### src/rtl/dt_pkg.sv
// dt_pkg: shared definitions for the distance-transform result-memory arbiter.
//   RES_AW / RES_DW : result memory address and data widths
//   IDX_W / MAX_REQ : requester index width and the largest supported NREQ
//   arb_state_t     : arbiter FSM states
//   first_set_from  : wrap-around search for the first set request bit
package dt_pkg;

    localparam int RES_AW  = 14;
    localparam int RES_DW  = 8;
    localparam int IDX_W   = 2;
    localparam int MAX_REQ = 4;

    typedef enum logic [0:0] {
        ARB    = 1'b0,
        LOCKED = 1'b1
    } arb_state_t;

    // Returns the index of the first set bit of vec at or after start,
    // wrapping at n. When no bit is set the start position is returned and
    // the caller is expected to qualify the result with an "any" flag.
    function automatic logic [IDX_W-1:0] first_set_from(
        input logic [MAX_REQ-1:0] vec,
        input logic [IDX_W-1:0]   start,
        input int                 n
    );
        logic [IDX_W-1:0] res;
        logic             found;
        int               pos;
        res   = start;
        found = 1'b0;
        for (int k = 0; k < MAX_REQ; k++) begin
            pos = int'(start) + k;
            if (pos >= n) begin
                pos = pos - n;
            end
            if ((k < n) && !found && vec[pos[IDX_W-1:0]]) begin
                res   = pos[IDX_W-1:0];
                found = 1'b1;
            end
        end
        return res;
    endfunction

endpackage

### src/rtl/dt_rr_pick.sv
// dt_rr_pick: combinational round-robin picker.
//   req   : request vector, one bit per requester
//   start : position where the priority search begins
//   gnt   : one-hot grant to the first requester found
//   idx   : index of that requester
//   any   : at least one request is present
module dt_rr_pick
    import dt_pkg::*;
#(
    parameter int NREQ = 2
) (
    input  logic [NREQ-1:0]  req,
    input  logic [IDX_W-1:0] start,
    output logic [NREQ-1:0]  gnt,
    output logic [IDX_W-1:0] idx,
    output logic             any
);

    logic [MAX_REQ-1:0] req_pad;

    always_comb begin
        req_pad            = '0;
        req_pad[NREQ-1:0]  = req;
        any                = |req;
        idx                = first_set_from(req_pad, start, NREQ);
        gnt                = '0;
        for (int i = 0; i < NREQ; i++) begin
            gnt[i] = any && (idx == IDX_W'(i));
        end
    end

endmodule

### src/rtl/dt_res_arb.sv
// dt_res_arb: round-robin arbiter for the single-port distance-transform
// result memory, with lock support for read-modify-write sequences.
//   clk, reset       : clock, synchronous active-high reset
//   req, lock, we    : per-requester request, keep-grant, write select
//   addr, wdata      : per-requester address / write data, packed by index
//   gnt              : one-hot grant, combinational in the request cycle
//   rvalid, rdata    : read return, two cycles after the grant
//   res_wr, res_rd   : registered memory strobes
//   res_addr, res_do : registered memory address / write data
//   res_di           : memory read data, valid the cycle after res_rd
module dt_res_arb
    import dt_pkg::*;
#(
    parameter int NREQ     = 2,
    parameter int MAX_LOCK = 16
) (
    input  logic                   clk,
    input  logic                   reset,
    input  logic [NREQ-1:0]        req,
    input  logic [NREQ-1:0]        lock,
    input  logic [NREQ-1:0]        we,
    input  logic [NREQ*RES_AW-1:0] addr,
    input  logic [NREQ*RES_DW-1:0] wdata,
    output logic [NREQ-1:0]        gnt,
    output logic [NREQ-1:0]        rvalid,
    output logic [RES_DW-1:0]      rdata,
    output logic                   res_wr,
    output logic                   res_rd,
    output logic [RES_AW-1:0]      res_addr,
    output logic [RES_DW-1:0]      res_do,
    input  logic [RES_DW-1:0]      res_di
);

    localparam int            CW      = $clog2(MAX_LOCK + 1);
    localparam logic [CW-1:0] MAX_CNT = CW'(MAX_LOCK);

    arb_state_t       state, state_next;
    logic [IDX_W-1:0] owner, owner_next;
    logic [IDX_W-1:0] ptr, ptr_next;
    logic [CW-1:0]    lock_cnt, cnt_next, cnt_inc;
    logic             lock_block, block_next;

    logic [IDX_W-1:0] pick_start, pick_idx, gidx;
    logic [NREQ-1:0]  pick_gnt, owner_oh;
    logic             pick_any, pick_lock, owner_req, owner_lock, grant_any;

    logic             sel_we;
    logic [RES_AW-1:0] sel_addr;
    logic [RES_DW-1:0] sel_wdata;

    logic             rd_v1, rd_v2;
    logic [IDX_W-1:0] rd_i1, rd_i2;

    function automatic logic [IDX_W-1:0] next_idx(input logic [IDX_W-1:0] i);
        return (int'(i) >= NREQ - 1) ? '0 : i + IDX_W'(1);
    endfunction

    // While locked the search starts just past the owner, so that when the
    // owner lets go in the same cycle a different waiting requester wins.
    assign pick_start = (state == LOCKED) ? next_idx(owner) : ptr;

    dt_rr_pick #(.NREQ(NREQ)) u_pick (
        .req   (req),
        .start (pick_start),
        .gnt   (pick_gnt),
        .idx   (pick_idx),
        .any   (pick_any)
    );

    always_comb begin
        owner_oh = '0;
        for (int i = 0; i < NREQ; i++) begin
            owner_oh[i] = (owner == IDX_W'(i));
        end
        owner_req  = |(req & owner_oh);
        owner_lock = |(lock & owner_oh);
        pick_lock  = |(lock & pick_gnt);
    end

    // Arbitration and lock FSM. lock_block remembers a forced release so the
    // former owner cannot re-lock on the very next arbitration round.
    always_comb begin
        state_next = state;
        owner_next = owner;
        ptr_next   = ptr;
        cnt_inc    = lock_cnt + CW'(1);
        cnt_next   = lock_cnt;
        block_next = lock_block;
        grant_any  = 1'b0;
        gidx       = pick_idx;
        case (state)
            ARB: begin
                if (pick_any) begin
                    grant_any  = 1'b1;
                    ptr_next   = next_idx(pick_idx);
                    block_next = 1'b0;
                    if (pick_lock && (MAX_LOCK > 1) &&
                        !(lock_block && (pick_idx == owner))) begin
                        state_next = LOCKED;
                        owner_next = pick_idx;
                        cnt_next   = CW'(1);
                    end
                end
            end
            LOCKED: begin
                if (owner_req) begin
                    grant_any = 1'b1;
                    gidx      = owner;
                    cnt_next  = cnt_inc;
                    if (!owner_lock || (cnt_inc >= MAX_CNT)) begin
                        state_next = ARB;
                        ptr_next   = next_idx(owner);
                        cnt_next   = '0;
                        block_next = owner_lock;
                    end
                end else begin
                    state_next = ARB;
                    ptr_next   = next_idx(owner);
                    cnt_next   = '0;
                    block_next = 1'b0;
                    if (pick_any) begin
                        grant_any = 1'b1;
                        ptr_next  = next_idx(pick_idx);
                        if (pick_lock && (MAX_LOCK > 1)) begin
                            state_next = LOCKED;
                            owner_next = pick_idx;
                            cnt_next   = CW'(1);
                        end
                    end
                end
            end
            default: begin
                state_next = ARB;
            end
        endcase
    end

    always_comb begin
        gnt = '0;
        for (int i = 0; i < NREQ; i++) begin
            gnt[i] = grant_any && (gidx == IDX_W'(i));
        end
    end

    // Selects the granted requester's command fields for registration.
    always_comb begin
        sel_we    = 1'b0;
        sel_addr  = '0;
        sel_wdata = '0;
        for (int i = 0; i < NREQ; i++) begin
            if (gnt[i]) begin
                sel_we    = we[i];
                sel_addr  = addr[i*RES_AW +: RES_AW];
                sel_wdata = wdata[i*RES_DW +: RES_DW];
            end
        end
    end

    // State, command registers and the two-stage read-return tracker.
    always_ff @(posedge clk) begin
        if (reset) begin
            state      <= ARB;
            owner      <= '0;
            ptr        <= '0;
            lock_cnt   <= '0;
            lock_block <= 1'b0;
            res_wr     <= 1'b0;
            res_rd     <= 1'b0;
            res_addr   <= '0;
            res_do     <= '0;
            rd_v1      <= 1'b0;
            rd_i1      <= '0;
            rd_v2      <= 1'b0;
            rd_i2      <= '0;
        end else begin
            state      <= state_next;
            owner      <= owner_next;
            ptr        <= ptr_next;
            lock_cnt   <= cnt_next;
            lock_block <= block_next;
            res_wr     <= grant_any && sel_we;
            res_rd     <= grant_any && !sel_we;
            if (grant_any) begin
                res_addr <= sel_addr;
                res_do   <= sel_wdata;
            end
            rd_v1 <= grant_any && !sel_we;
            rd_i1 <= gidx;
            rd_v2 <= rd_v1;
            rd_i2 <= rd_i1;
        end
    end

    always_comb begin
        rvalid = '0;
        for (int i = 0; i < NREQ; i++) begin
            rvalid[i] = rd_v2 && (rd_i2 == IDX_W'(i));
        end
        rdata = res_di;
    end

endmodule
### config.mk
export PLATFORM = sky130hd
export DESIGN_NAME = dt_res_arb
export DESIGN_NICKNAME = d
export VERILOG_FILES = /design/src/rtl/dt_pkg.sv /design/src/rtl/dt_rr_pick.sv /design/src/rtl/dt_res_arb.sv
export SDC_FILE = /design/constraint.sdc
export NUM_CORES = 1
export LEC_CHECK = 0
export ABC_AREA = 0
export BUFFER_PORTS_ARGS = -buffer_cell sky130_fd_sc_hd__buf_2
export CAP_MARGIN = 20
export CORE_AREA = 2 2 82 84
export DETAILED_ROUTE_END_ITERATION = 10
export DIE_AREA = 0 0 84 86
export HOLD_SLACK_MARGIN = 0.08
export MAX_ROUTING_LAYER = met4
export PLACE_DENSITY = 0.73
export SETUP_SLACK_MARGIN = 0.1
export SLEW_MARGIN = 30
export SYNTH_ARGS = -nofsm -noshare
export SYNTH_HDL_FRONTEND = slang
export SYNTH_SLANG_ARGS = --single-unit
### constraint.sdc
create_clock -name clk -period 4.2 [get_ports clk]
set_clock_uncertainty 0.05 [all_clocks]
set_input_delay 0.63 -clock clk [delete_from_list [all_inputs] [get_ports clk]]
set_output_delay 0.63 -clock clk [all_outputs]
set_load 0.1 [all_outputs]
* Word level (Yosys, flattened, before mapping)
Cells that the tools add are included.
Operators by class: add/subtract/negate cells 6, $mul 0, divide/modulo/power cells 0, $lt $le $gt $ge 7, eq/ne operators 11, shift-type cells 0, mux-type cells 52, bitwise operators 4, reduce and logical (&&, ||, !) cells 27
Operators by type and width (number):
- $mux W2 | 18
- $mux W14 | 2
- $mux W5 | 4
- $mux W1 | 18
- $mux W8 | 2
- $logic_and A1 B1 Y1 | 11
- $pmux W5 S2 | 1
- $eq A2 B1 Y1 const B | 4
- $logic_not A2 Y1 | 4
- $pmux W2 S2 | 2
- $reduce_or A2 Y1 | 4
- $and A2 B2 Y2 | 3
- $lt A2 B3 Y1 const B | 2
- $ne A2 B2 Y1 const B | 3
- $pmux W1 S2 | 3
- $add A5 B1 Y5 const B | 1
- $ge A5 B5 Y1 const B | 1
- $reduce_and A5 Y1 | 1
- $add A2 B1 Y2 const B | 2
- $bmux W1 S2 | 2
- $ge A2 B1 Y1 const B | 2
- $logic_not A1 Y1 | 4
- $ne A2 B1 Y1 const B | 2
- $reduce_and A2 Y1 | 2
- other kinds (8) | 9
Storage, ports and cells: bits in registers 40, bits in latches 0, RAM bits 0, ROM bits 0, input port bits 60, output and inout bits 36, word-level logic and storage cells 119, memories kept 0

* Depth between registers and ports, before layout
depth in word-level cells 19, mapped depth 13, depth with buffers taken out 13

* Modules after synthesis
Synthesis repeated with hierarchy kept, for this count alone.
Unflattened totals: cell total of the unflattened synthesis 228, area, all modules 2169.6 µm²
By module, submodules not included:
- dt_res_arb | times used 1, cells each 220, area an instance 2118.3 µm², seq. area each 800.8 µm²
- dt_rr_pick | times used 1, cells each 8, area an instance 51.3 µm², seq. area each 0.0 µm²

* Worst setup path after synthesis
No wires, ideal clock.
kind reg2out, start reg owner[0], end out gnt[1], data arrival time 3163 ps, required time 3520 ps, slack 357 ps, stages on the path, launching flop included 10, path buffers 1, cell sequence dfxtp_1 > inv_1 > ha_1 > nand2_1 > a21oi_1 > o31a_1 > a21oi_1 > nand2_1 > clkbuf_1 > nor2_1
Between the ends: word-level cells in the longest chain between the ends 15, elaborated cells on any way between the ends 30, those cells by class add/sub: 4; order compare: 3; eq/ne: 2; mux: 15; bitwise: 1; reduce/logical: 5
Ends and longest elaborated chain:
- start, declared | line dt_res_arb.sv:38 | logic [IDX_W-1:0] owner, owner_next;
- start signal, assigned | line dt_res_arb.sv:177 | owner <= owner_next;
- parallel branches: the longest is 14 deep, another holds $add A2 B1 Y3
- $logic_and A1 B1 Y1 * | line dt_res_arb.sv:141 | gnt[i] = grant_any && (gidx == IDX_W'(i));
- end, declared | line dt_res_arb.sv:24 | output logic [NREQ-1:0] gnt,
Mark *: on every way between the ends. The select of a mux whose other input is x is not followed.

* Final worst setup path
Ends and elaborated chain as after synthesis.

==> out/results.txt <==
DR DRC count -> 0
WL/cell -> 13.7 um
F_max -> 281 MHz
Final count of hold timing violations -> 0
Crit. End Element -> output pin
Fin nets -> 367
Final Setup Violations -> 0
Family with the most delay on the worst path -> buffers and inverters
Hpwl dp -> 3820 um
Outcome -> finished clean
Final Wtd Congestion -> 0.888
Worst slew margin -> 52.8%
Area contributors post-synth -> dfxtp_1, mux2i_1, a2bb2oi_1
Die Ht -> 86 um
Startpoint Class -> flop
Crit Path Category -> flop to output pin
Pins over their slew limit -> 0
Yosys top cell by area -> dfxtp_1
Post-CTS Setup Bufs -> 0
Worst-Margin Slew -> 708 ps
GRT Overall Usage -> 14.3%
Fin crit share -> 84.6%
Layout cells sized above 1 -> 31.1%
Post_cts resized -> 0
Post-synth ARST share -> 0%
Synth warnings -> 0
Setup_tns -> 0 ps
Worst-skew pair later-pin latency -> 280 ps
DR vias/cell -> 5.09
DRT iter0 DRCs -> 117
Die X-Extent -> 84 um
Initial Util -> 34.1%
Top-count cell post-synth -> dfxtp_1
ANT nets after route -> 0
Largest net degree at the start of global routing -> 41
Area Overhead vs Synth -> 22.5%
Hold slack -> 390 ps
Mean post-synth cell area -> 9.22 um^2
Final Core Density -> 41.7%
Area of the die -> 7220 um^2
Critical Path AT -> 2870 ps
Syn Std Cell Area -> 2140 um^2
TritonCTS buffer count -> 5
Worst endpoint required time -> 3520 ps
CTS tree -> built
Cell Rows -> 29
CP cell instances -> inv_1, ha_1, nand2_1, a21oi_1, o31a_1, a21oi_1, nand2_1, buf_4, nor2_1, buf_2
PwrDens -> 679 nW/um^2
GRT overflow -> 0
ANT cells -> 0
Tmin final -> 3550 ps
Global-route wire length before repair -> 8160 um
Synth Net Count -> 298
Seq cells post-synth -> 40
Total Wirelength -> 5190 um
Number of global-route vias before repair -> 1828
Worst-path maximum fanout -> 24
Root buf cell -> clkbuf_8
DR pass1 iterations -> 4
Max_cap viols -> 0
Top-area cell type share of the netlist area -> 37.4%
Syn Inst Count -> 232
Share of the yosys chip area belonging to registers -> 37.4%
Main synth FF type -> dfxtp_1
Post-synthesis cell type count -> 42
I/O Buffers -> 79
RSZ-0062 raised after global routing -> no
Slowest Stage Delay on Critical Path -> 450 ps
Worst hold path type -> flop to flop
CTS clock-pin slew for the worst setup and hold paths -> 70 ps
WP buf/inv -> 3
Maximum vdd drop -> 0.000380 V
CTS Hold Bufs -> 0
Number of enable flip-flop cells after synthesis -> 0
P_leak -> 1.24 nW
Antenna violations before repair -> 0
Io pins -> 96
Critical-path top delay cell -> dfxtp_1
Synth cell count leaders -> dfxtp_1, nor2_1, mux2i_1
CTS max path bufs -> 2
DR vias -> 1931
H-Tree Depth -> 2
Clk sinks -> 40
Core ar. -> 6280 um^2
[sequential cells by signal (all words and copies together) (netlist names)]
name        cells
res_addr       14
state           1
lock_cnt        5
ptr             2
rd_v2           1
lock_block      1
rd_v1           1
owner           2
rd_i2           2
res_do          8
rd_i1           2
res_wr          1
[cell families (layout without fill, tap and decap cells)]
kind of cell | after synthesis | in the layout | synth area share, %
AO/OA/AOI/OAI | 56 | 56 | 21.3
XOR/XNOR | 3 | 3 | 1.23
adder cells (fa/ha/maj) | 6 | 6 | 3.51
buffers and inverters | 25 | 95 | 6.67
flip-flops | 40 | 40 | 37.4
multiplexers | 27 | 27 | 13.3
AND/OR/NAND/NOR | 75 | 75 | 16.6
[final cells by class]
cell class	instances	area, um^2
Clock buffer	8	90.1
Fill cell	628	3660
Inverter	5	18.8
Multi-Input combinational cell	167	1190
Sequential cell	40	801
Tap cell	77	96.3
Timing Repair Buffer	82	418
[metal layers]
metal	up-vias	part of all wire [%]	global-route usage [%]
li1	969	-	-
met3	12	4.1	2.60
met5	-	0	-
met2	58	50	23.9
met4	0	2.3	6.74
met1	892	43	16.6
[cells in the final DEF, fill, tap and decap left out, types with 2 or more instances in the layout]
cell type,instances
buf_2,79
dfxtp_1,40
nor2_1,35
mux2i_1,25
a2bb2oi_1,22
nand2_1,12
a21oi_1,8
nand3_1,8
ha_1,6
clkbuf_8,6
nand2b_1,4
inv_1,4
a211oi_1,4
nor3b_1,3
nor2b_1,3
xnor2_1,3
buf_4,3
nor3_1,2
a22o_1,2
o31a_1,2
a41oi_1,2
o21ai_0,2
or3_1,2
a32o_1,2
a311oi_1,2
a21o_1,2
a31oi_1,2
clkbuf_1,2
[path summary, 6_finish.rpt]
check	from	endpoint	slack [ps]	cells past startpoint
worst max-delay path	owner[0]$_SDFFE_PP0P_	gnt[1]	650	10
worst min-delay path	rd_i1[1]$_SDFF_PP0_	rd_i2[1]$_SDFF_PP0_	390	1
worst max register to register	owner[0]$_SDFFE_PP0P_	owner[1]$_SDFFE_PP0P_	1360	13
worst min register to register	rd_i1[1]$_SDFF_PP0_	rd_i2[1]$_SDFF_PP0_	390	1
[through the flow]
step                      area (um^2)  setup WS [ps]  total power, W  instances
after floorplan                  2140            357         0.00140        232
after global placement           2530           1040         0.00151        371
after detailed placement         2530            989         0.00153        371
after CTS                        2620            662         0.00179        379
after global routing             2620            459         0.00188        379
final                            2620            647         0.00178        379
[power breakdown]
| group | switching, W | internal, W |
|---|---|---|
| logic | 0.000711 | 0.000315 |
| clock network | 0.000124 | 0.000134 |
| registers | 0.0000474 | 0.000448 |
| total | 0.000882 | 0.000897 |
No activity file was read; power rests on OpenSTA's default activity.
